File: src/rtl/gpr_access_arbiter.sv
// Round-robin arbiter sharing the 8x12 register file between the execute unit (0)
// and the debug/loader port (1); sequences one strobe plus a fixed settle wait per access.
module gpr_access_arbiter #(
  parameter int WAIT_CYC = 2
) (
  input  logic        iCLK,
  input  logic        iRST_N,
  input  logic        iREQ0,
  input  logic        iREQ1,
  input  logic        iWE0,
  input  logic        iWE1,
  input  logic [2:0]  iRA00,
  input  logic [2:0]  iRA01,
  input  logic [2:0]  iRA10,
  input  logic [2:0]  iRA11,
  input  logic [2:0]  iWA0,
  input  logic [2:0]  iWA1,
  input  logic [11:0] iWD0,
  input  logic [11:0] iWD1,
  output logic        oACK0,
  output logic        oACK1,
  output logic [11:0] oRD00,
  output logic [11:0] oRD01,
  output logic [11:0] oRD10,
  output logic [11:0] oRD11,
  output logic        oGPR_RD_EN,
  output logic [2:0]  oGPR_RDREG0,
  output logic [2:0]  oGPR_RDREG1,
  output logic        oGPR_WR_EN,
  output logic [2:0]  oGPR_WRREG,
  output logic [11:0] oGPR_DATA,
  input  logic [11:0] iGPR_DATA0,
  input  logic [11:0] iGPR_DATA1,
  output logic        oBUSY
);

  localparam int CW = (WAIT_CYC > 1) ? $clog2(WAIT_CYC) : 1;
  localparam logic [CW-1:0] LAST_WAIT = CW'(WAIT_CYC - 1);

  typedef enum logic [1:0] {S_IDLE, S_ISSUE, S_WAIT, S_DONE} state_t;

  state_t        state, state_n;
  logic          gnt, gnt_n;
  logic          is_wr, is_wr_n;
  logic          rr_ptr, rr_ptr_n;
  logic [CW-1:0] cnt, cnt_n;

  logic        ack0_n, ack1_n, rd_en_n, wr_en_n, busy_n;
  logic [11:0] rd00_n, rd01_n, rd10_n, rd11_n, data_n;
  logic [2:0]  rdreg0_n, rdreg1_n, wrreg_n;
  logic        g, we_g, req_g;

  always_ff @(posedge iCLK or negedge iRST_N) begin
    if (!iRST_N) begin
      state       <= S_IDLE;
      gnt         <= 1'b0;
      is_wr       <= 1'b0;
      rr_ptr      <= 1'b0;
      cnt         <= '0;
      oACK0       <= 1'b0;
      oACK1       <= 1'b0;
      oRD00       <= '0;
      oRD01       <= '0;
      oRD10       <= '0;
      oRD11       <= '0;
      oGPR_RD_EN  <= 1'b0;
      oGPR_WR_EN  <= 1'b0;
      oGPR_RDREG0 <= '0;
      oGPR_RDREG1 <= '0;
      oGPR_WRREG  <= '0;
      oGPR_DATA   <= '0;
      oBUSY       <= 1'b0;
    end else begin
      state       <= state_n;
      gnt         <= gnt_n;
      is_wr       <= is_wr_n;
      rr_ptr      <= rr_ptr_n;
      cnt         <= cnt_n;
      oACK0       <= ack0_n;
      oACK1       <= ack1_n;
      oRD00       <= rd00_n;
      oRD01       <= rd01_n;
      oRD10       <= rd10_n;
      oRD11       <= rd11_n;
      oGPR_RD_EN  <= rd_en_n;
      oGPR_WR_EN  <= wr_en_n;
      oGPR_RDREG0 <= rdreg0_n;
      oGPR_RDREG1 <= rdreg1_n;
      oGPR_WRREG  <= wrreg_n;
      oGPR_DATA   <= data_n;
      oBUSY       <= busy_n;
    end
  end

  // File address/data are only reloaded at grant, so both strobe edges see identical operands.
  always_comb begin
    state_n  = state;
    gnt_n    = gnt;
    is_wr_n  = is_wr;
    rr_ptr_n = rr_ptr;
    cnt_n    = cnt;
    ack0_n   = oACK0;
    ack1_n   = oACK1;
    rd00_n   = oRD00;
    rd01_n   = oRD01;
    rd10_n   = oRD10;
    rd11_n   = oRD11;
    rdreg0_n = oGPR_RDREG0;
    rdreg1_n = oGPR_RDREG1;
    wrreg_n  = oGPR_WRREG;
    data_n   = oGPR_DATA;
    rd_en_n  = 1'b0;
    wr_en_n  = 1'b0;
    g        = (iREQ0 && iREQ1) ? rr_ptr : iREQ1;
    we_g     = g ? iWE1 : iWE0;
    req_g    = gnt ? iREQ1 : iREQ0;

    case (state)
      S_IDLE: begin
        if (iREQ0 || iREQ1) begin
          gnt_n    = g;
          rr_ptr_n = ~g;
          is_wr_n  = we_g;
          if (we_g) begin
            wrreg_n = g ? iWA1 : iWA0;
            data_n  = g ? iWD1 : iWD0;
            wr_en_n = 1'b1;
          end else begin
            rdreg0_n = g ? iRA10 : iRA00;
            rdreg1_n = g ? iRA11 : iRA01;
            rd_en_n  = 1'b1;
          end
          state_n = S_ISSUE;
        end
      end
      S_ISSUE: begin
        cnt_n   = '0;
        state_n = S_WAIT;
      end
      S_WAIT: begin
        if (cnt == LAST_WAIT) begin
          if (!is_wr) begin
            if (gnt) begin
              rd10_n = iGPR_DATA0;
              rd11_n = iGPR_DATA1;
            end else begin
              rd00_n = iGPR_DATA0;
              rd01_n = iGPR_DATA1;
            end
          end
          if (gnt) ack1_n = 1'b1;
          else     ack0_n = 1'b1;
          state_n = S_DONE;
        end else begin
          cnt_n = cnt + 1'b1;
        end
      end
      S_DONE: begin
        if (!req_g) begin
          if (gnt) ack1_n = 1'b0;
          else     ack0_n = 1'b0;
          state_n = S_IDLE;
        end
      end
      default: state_n = S_IDLE;
    endcase

    busy_n = (state_n != S_IDLE);
  end

endmodule

File: config.mk
export PLATFORM = sky130hd
export DESIGN_NAME = gpr_access_arbiter
export DESIGN_NICKNAME = d
export VERILOG_FILES = /design/src/rtl/gpr_access_arbiter.sv
export SDC_FILE = /design/constraint.sdc
export NUM_CORES = 1
export LEC_CHECK = 0
export CELL_PAD_IN_SITES_DETAIL_PLACEMENT = 0
export CELL_PAD_IN_SITES_GLOBAL_PLACEMENT = 1
export CORE_MARGIN = 1
export CORE_UTILIZATION = 49
export DETAILED_ROUTE_END_ITERATION = 10
export DONT_BUFFER_PORTS = 1
export PLACE_DENSITY_LB_ADDON = 0.1
export SLEW_MARGIN = 20
export SYNTH_ARGS = -nofsm -noshare
export SYNTH_HDL_FRONTEND = slang
export SYNTH_SLANG_ARGS = --single-unit
export TNS_END_PERCENT = 1
File: constraint.sdc
create_clock -name iCLK -period 2.1 [get_ports iCLK]
set_input_delay 0.525 -clock iCLK [delete_from_list [all_inputs] [get_ports iCLK]]
set_output_delay 0.525 -clock iCLK [all_outputs]
set_load 0.01 [all_outputs]
Word level (Yosys, flattened, before mapping)
Index checks and enable logic that the tools add are counted.
Word-level totals
  register bits after elaboration: 80
  input bits: 72
  output and inout port bits: 74
  logic and storage cells: 74
Operators by class
  add/sub/neg operators: 1
  eq/ne operators: 9
  mux-type cells: 29
  bitwise operators: 4
  reductions and logical operators: 13
Operators with widths (count)
  two-way mux 1 bit: 18
  two-way mux 12 bit: 1
  inequality test 2 bit (second input constant): 6
  AND reduction 5 bit: 2
  two-way mux 3 bit: 3
  one-hot mux 2 bit (4 select lines): 1
  AND reduction 4 bit: 2
  two-way mux 2 bit: 3
  one-hot mux 1 bit (2 select lines): 3
  AND reduction 3 bit: 2
  nonzero test 2 bit: 3
  == test 2 bit (second input constant): 2
  NOT 1 bit: 4
  == test 2 x 1 -> 1 bit (second input constant): 1
  zero test 2 bit: 1
  AND reduction 2 bit: 1
  adder 1 bit (second input constant): 1
  logical AND 1 bit: 1
  logical OR 1 bit: 1

Logic depth before layout (Yosys ltp)
  word-level depth: 6
  gate-level depth with buffers: 8
  depth with buffers taken out: 6

Worst setup path before layout
OpenSTA, ideal clock, no wires.
  kind: register to register
  start: reg state[0]
  end: reg oRD00[0]
  setup time: 0.125 ns
  arrival time: 1.586 ns
  data required time: 1.975 ns
  path slack: 0.389 ns
  stages on the path, launching flop included: 7
  buffers on the path: 1
  period minus slack after synthesis: 1.711 ns
  cells stage by stage: dfrtp_1 -> inv_1 -> ha_1 -> nand2_2 -> nor3_4 -> buf_4 -> mux2_2
Between the ends
  word-level cells in the longest chain between the ends: 2
Ends and longest elaborated chain
  from (decl): RTL line 42  | state_t state, state_n;
  from (signal assigned): RTL line 74  | state <= state_n;
  == test 2 bit: RTL line 118  | case (state)
  AND reduction 4 bit (no source line)
  to (signal assigned): RTL line 81  | oRD00 <= rd00_n;
  to (decl): RTL line 22  | output logic [11:0] oRD00,
No other way between the ends.
A chain may end at the register's enable or synchronous reset.

Worst setup path in the final report
  start: reg state[0]
  end: reg oGPR_RDREG0[0]
Between the ends
  word-level cells in the longest chain between the ends: 2
Ends and longest elaborated chain
  zero test 2 bit: RTL line 118
  AND reduction 3 bit (no source line)
  to (signal assigned): RTL line 87  | oGPR_RDREG0 <= rdreg0_n;
  to (decl): RTL line 27  | output logic [2:0] oGPR_RDREG0,
No other way between the ends.

==> impl_metrics.ini <==
[layout]
antenna_cells = 0
fillCellCount = 563
layout_common_cells = dfrtp_1 (80), mux2_2 (76), mux2_4 (15)
layout-area-overhead-vs-synth_pct = 7.01
nNetsFinal = 310
layout_commonest_cell = dfrtp_1
layout-drive-gt1-share_pct = 47.9

[timing]
max-slew-margin-rel_pct = 69.5
finalCritPeriodShare_pct = 89.6
rsz0062_at_grt = no
setup_viol = 0
hold_violations = 80
max_freq_mhz = 531
setup_tns_ns = 0
final.setup_skew_ns = 0.00997
layout_min_cycle_time_ns = 1.88
fin_hold_ws_ns = -0.133
slew_viol_final = 0
worst_slew_pin_slew_ns = 0.457

[drt]
wl_met1_um = 2520
top_layer = met4
ant_nets = 0
drtIter0Drc = 37
vias = 1858
wl_per_cell_um = 19.4
dr_wl_met3_um = 608
wl_um = 6530
avgViaCountPerCell = 5.53
drc_errors = 0
first_pass_iters = 4
met2_length_um = 3320

[placement]
port_buffers = 0
hpwl_um = 4750
gp_congestion = 0.784

[synthesis]
synth-simple-area-share_pct = 2.90
synthAdderAreaFrac_pct = 1.07
synth_xor_area_share_pct = 0
syn_inst = 231
synth-edff-count = 0
synthDistinctLibCells = 28
synth-seq-area-share_pct = 57.2
synth_area_sq_mm = 0.00350
yosys_warnings = 0
async_flop_share_pct = 100
ys_ff_latch = 80
synth_top_family_by_area = multiplexers
syn_avg_cell_area_sq_um = 15.1
synth-compound-area-share_pct = 3.86
synth_nets = 306
synthFlopType = dfrtp_1
synth.area.mux_share_pct = 30.9

[cts]
cts_setup_buffers = 0
cts_tree = yes
h-tree-depth = 3
clk_latency_ns = 0.34
path_clk_slew_ns = 0.08
numCtsBuffers = 9
cts_root_buf = clkbuf_8
cts.path.max_buffers = 2
clkSinkCount = 80

[power]
powerDensity_mw_per_mm2 = 1550
vdd_drop_max_mv = 0.518
power.total_uw = 5800
p_leak_uw = 0.00166

[die]
die_y_um = 86.5
die_w_um = 86.5
fp-row-count = 30
ioPinCount = 146
start_util_pct = 51.2
dieArea_sq_mm = 0.00748
core_area_sq_mm = 0.00683

[grt]
antenna_found_initial = 0
grt_start_max_net_pins = 81
grt_pass1_wl_um = 10100
grt_remaining_overflow = 0
grt_usage_pct = 18.1
grt_pass1_vias = 1960

[critical_path]
critPathMaxFanout = 8
required_ns = 2.32
worst-endpoint-arrival_ns = 2.10
start_kind = flip-flop
critPathMaxStageDelay_ns = 0.52
cp_common_cell = inv_1
crit_type = reg -> reg
critPathCaptureType = flip-flop
timing.critical_path.slowest_stage_cell = o32a_1
path_cells = inv_1, ha_1, inv_1, o32a_1, mux2_4

[run]
drv_cap = 0

[run_status]
status = complete, but fails checks
failed_checks = negative hold slack

[worst_hold_path]
min_path_type = in -> async
## kinds of logic (layout without fill, tap and decap cells)
logic type / Yosys count / count (layout)
flip-flops: 80 / 80
buffers and inverters: 17 / 26
multiplexers: 91 / 91
AO/OA/AOI/OAI: 20 / 20
AND/OR/NAND/NOR: 20 / 20
adder cells (fa/ha/maj): 3 / 3
## stage by stage
stage | area, sq um | hold WS (ns) | util, % | setup slack, ns | std cells
after floorplan | 3500 | 0.229 | - | 0.389 | 231
after global placement | 3540 | 0.231 | 51.8 | 0.166 | 320
after detailed placement | 3540 | 0.231 | 51.8 | 0.0914 | 320
after CTS | 3740 | -0.153 | 54.7 | 0.0754 | 336
after global routing | 3740 | -0.166 | 54.8 | 0.0601 | 336
final | 3740 | -0.133 | 54.8 | 0.218 | 336
## layer usage
| layer | track usage (%) | vias to the layer above |
|---|---|---|
| met5 | 0 | - |
| met4 | 6.67 | 0 |
| met3 | 6.67 | 10 |
| met2 | 30.0 | 104 |
| met1 | 21.5 | 919 |
| li1 | - | 825 |
## cell usage after synthesis, types with 2 or more instances
library cell   n  area, sq um
dfrtp_1       80         2000
mux2_2        76          856
mux2_4        15          225
nor2_1         8         30.0
o21ai_0        6         30.0
buf_6          5         56.3
inv_1          5         18.8
nand2_1        5         18.8
a21oi_1        4         20.0
a31oi_1        3         18.8
buf_4          3         22.5
ha_1           3         37.5
nand2_2        2         12.5
nand2b_1       2         12.5
## final timing paths
| kind | startpoint | end | slack [ns] | cells past startpoint |
|---|---|---|---|---|
| max | state[0] | oGPR_RDREG0[0] | 0.22 | 5 |
| min | iRST_N | oRD00[3] | -0.13 | 0 |
| max reg2reg | state[0] | oGPR_RDREG0[0] | 0.22 | 5 |
| min reg2reg | rr_ptr | rr_ptr | 0.57 | 1 |
| max in group asynchronous | iRST_N | oGPR_WRREG[0] | 2.10 | 0 |
| min in group iCLK | iREQ1 | rr_ptr | 0.28 | 1 |
## layout make-up
class,instances,area [sq um],share of cell area (%)
Tap cell,96,120,3.21
Inverter,6,22.5,0.602
Multi-Input combinational cell,134,1360,36.3
Timing Repair Buffer,4,42.5,1.14
Clock buffer,10,128,3.41
Sequential cell,80,2000,53.5
Clock inverter,6,67.6,1.81
## flip-flops by register name (all words and copies together) (netlist names)
signal and count:
cnt 1, gnt 1, is_wr 1, oACK0 1, oACK1 1, oBUSY 1
oGPR_DATA 12, oGPR_RDREG0 3, oGPR_RDREG1 3, oGPR_RD_EN 1, oGPR_WRREG 3, oGPR_WR_EN 1
oRD00 12, oRD01 12, oRD10 12, oRD11 12, rr_ptr 1, state 2
## worst max-delay path: cells and delay by family, from the launching register on
| kind | cells | cell delay [ns] |
|---|---|---|
| AOI/OAI and AO/OA | 1 | 0.52 |
| adders and majority gates | 1 | 0.24 |
| buffers and inverters | 2 | 0.21 |
| muxes | 1 | 0.36 |
| DFF | 1 | 0.44 |
## where the power goes
part	leakage, uW	total [uW]	switching, uW	internal (uW)
sequential	0.000952	3240	938	2300
clock	0.0000929	1110	558	554
combinational	0.000617	1450	527	923
total	0.00166	5800	2020	3770
## timing repair
action,4_1_cts,5_1_grt
endpoints found under the setup margin,0,24
resized for setup,0,1
endpoints found under the hold margin,80,80
(Power assumes the default switching activity.)
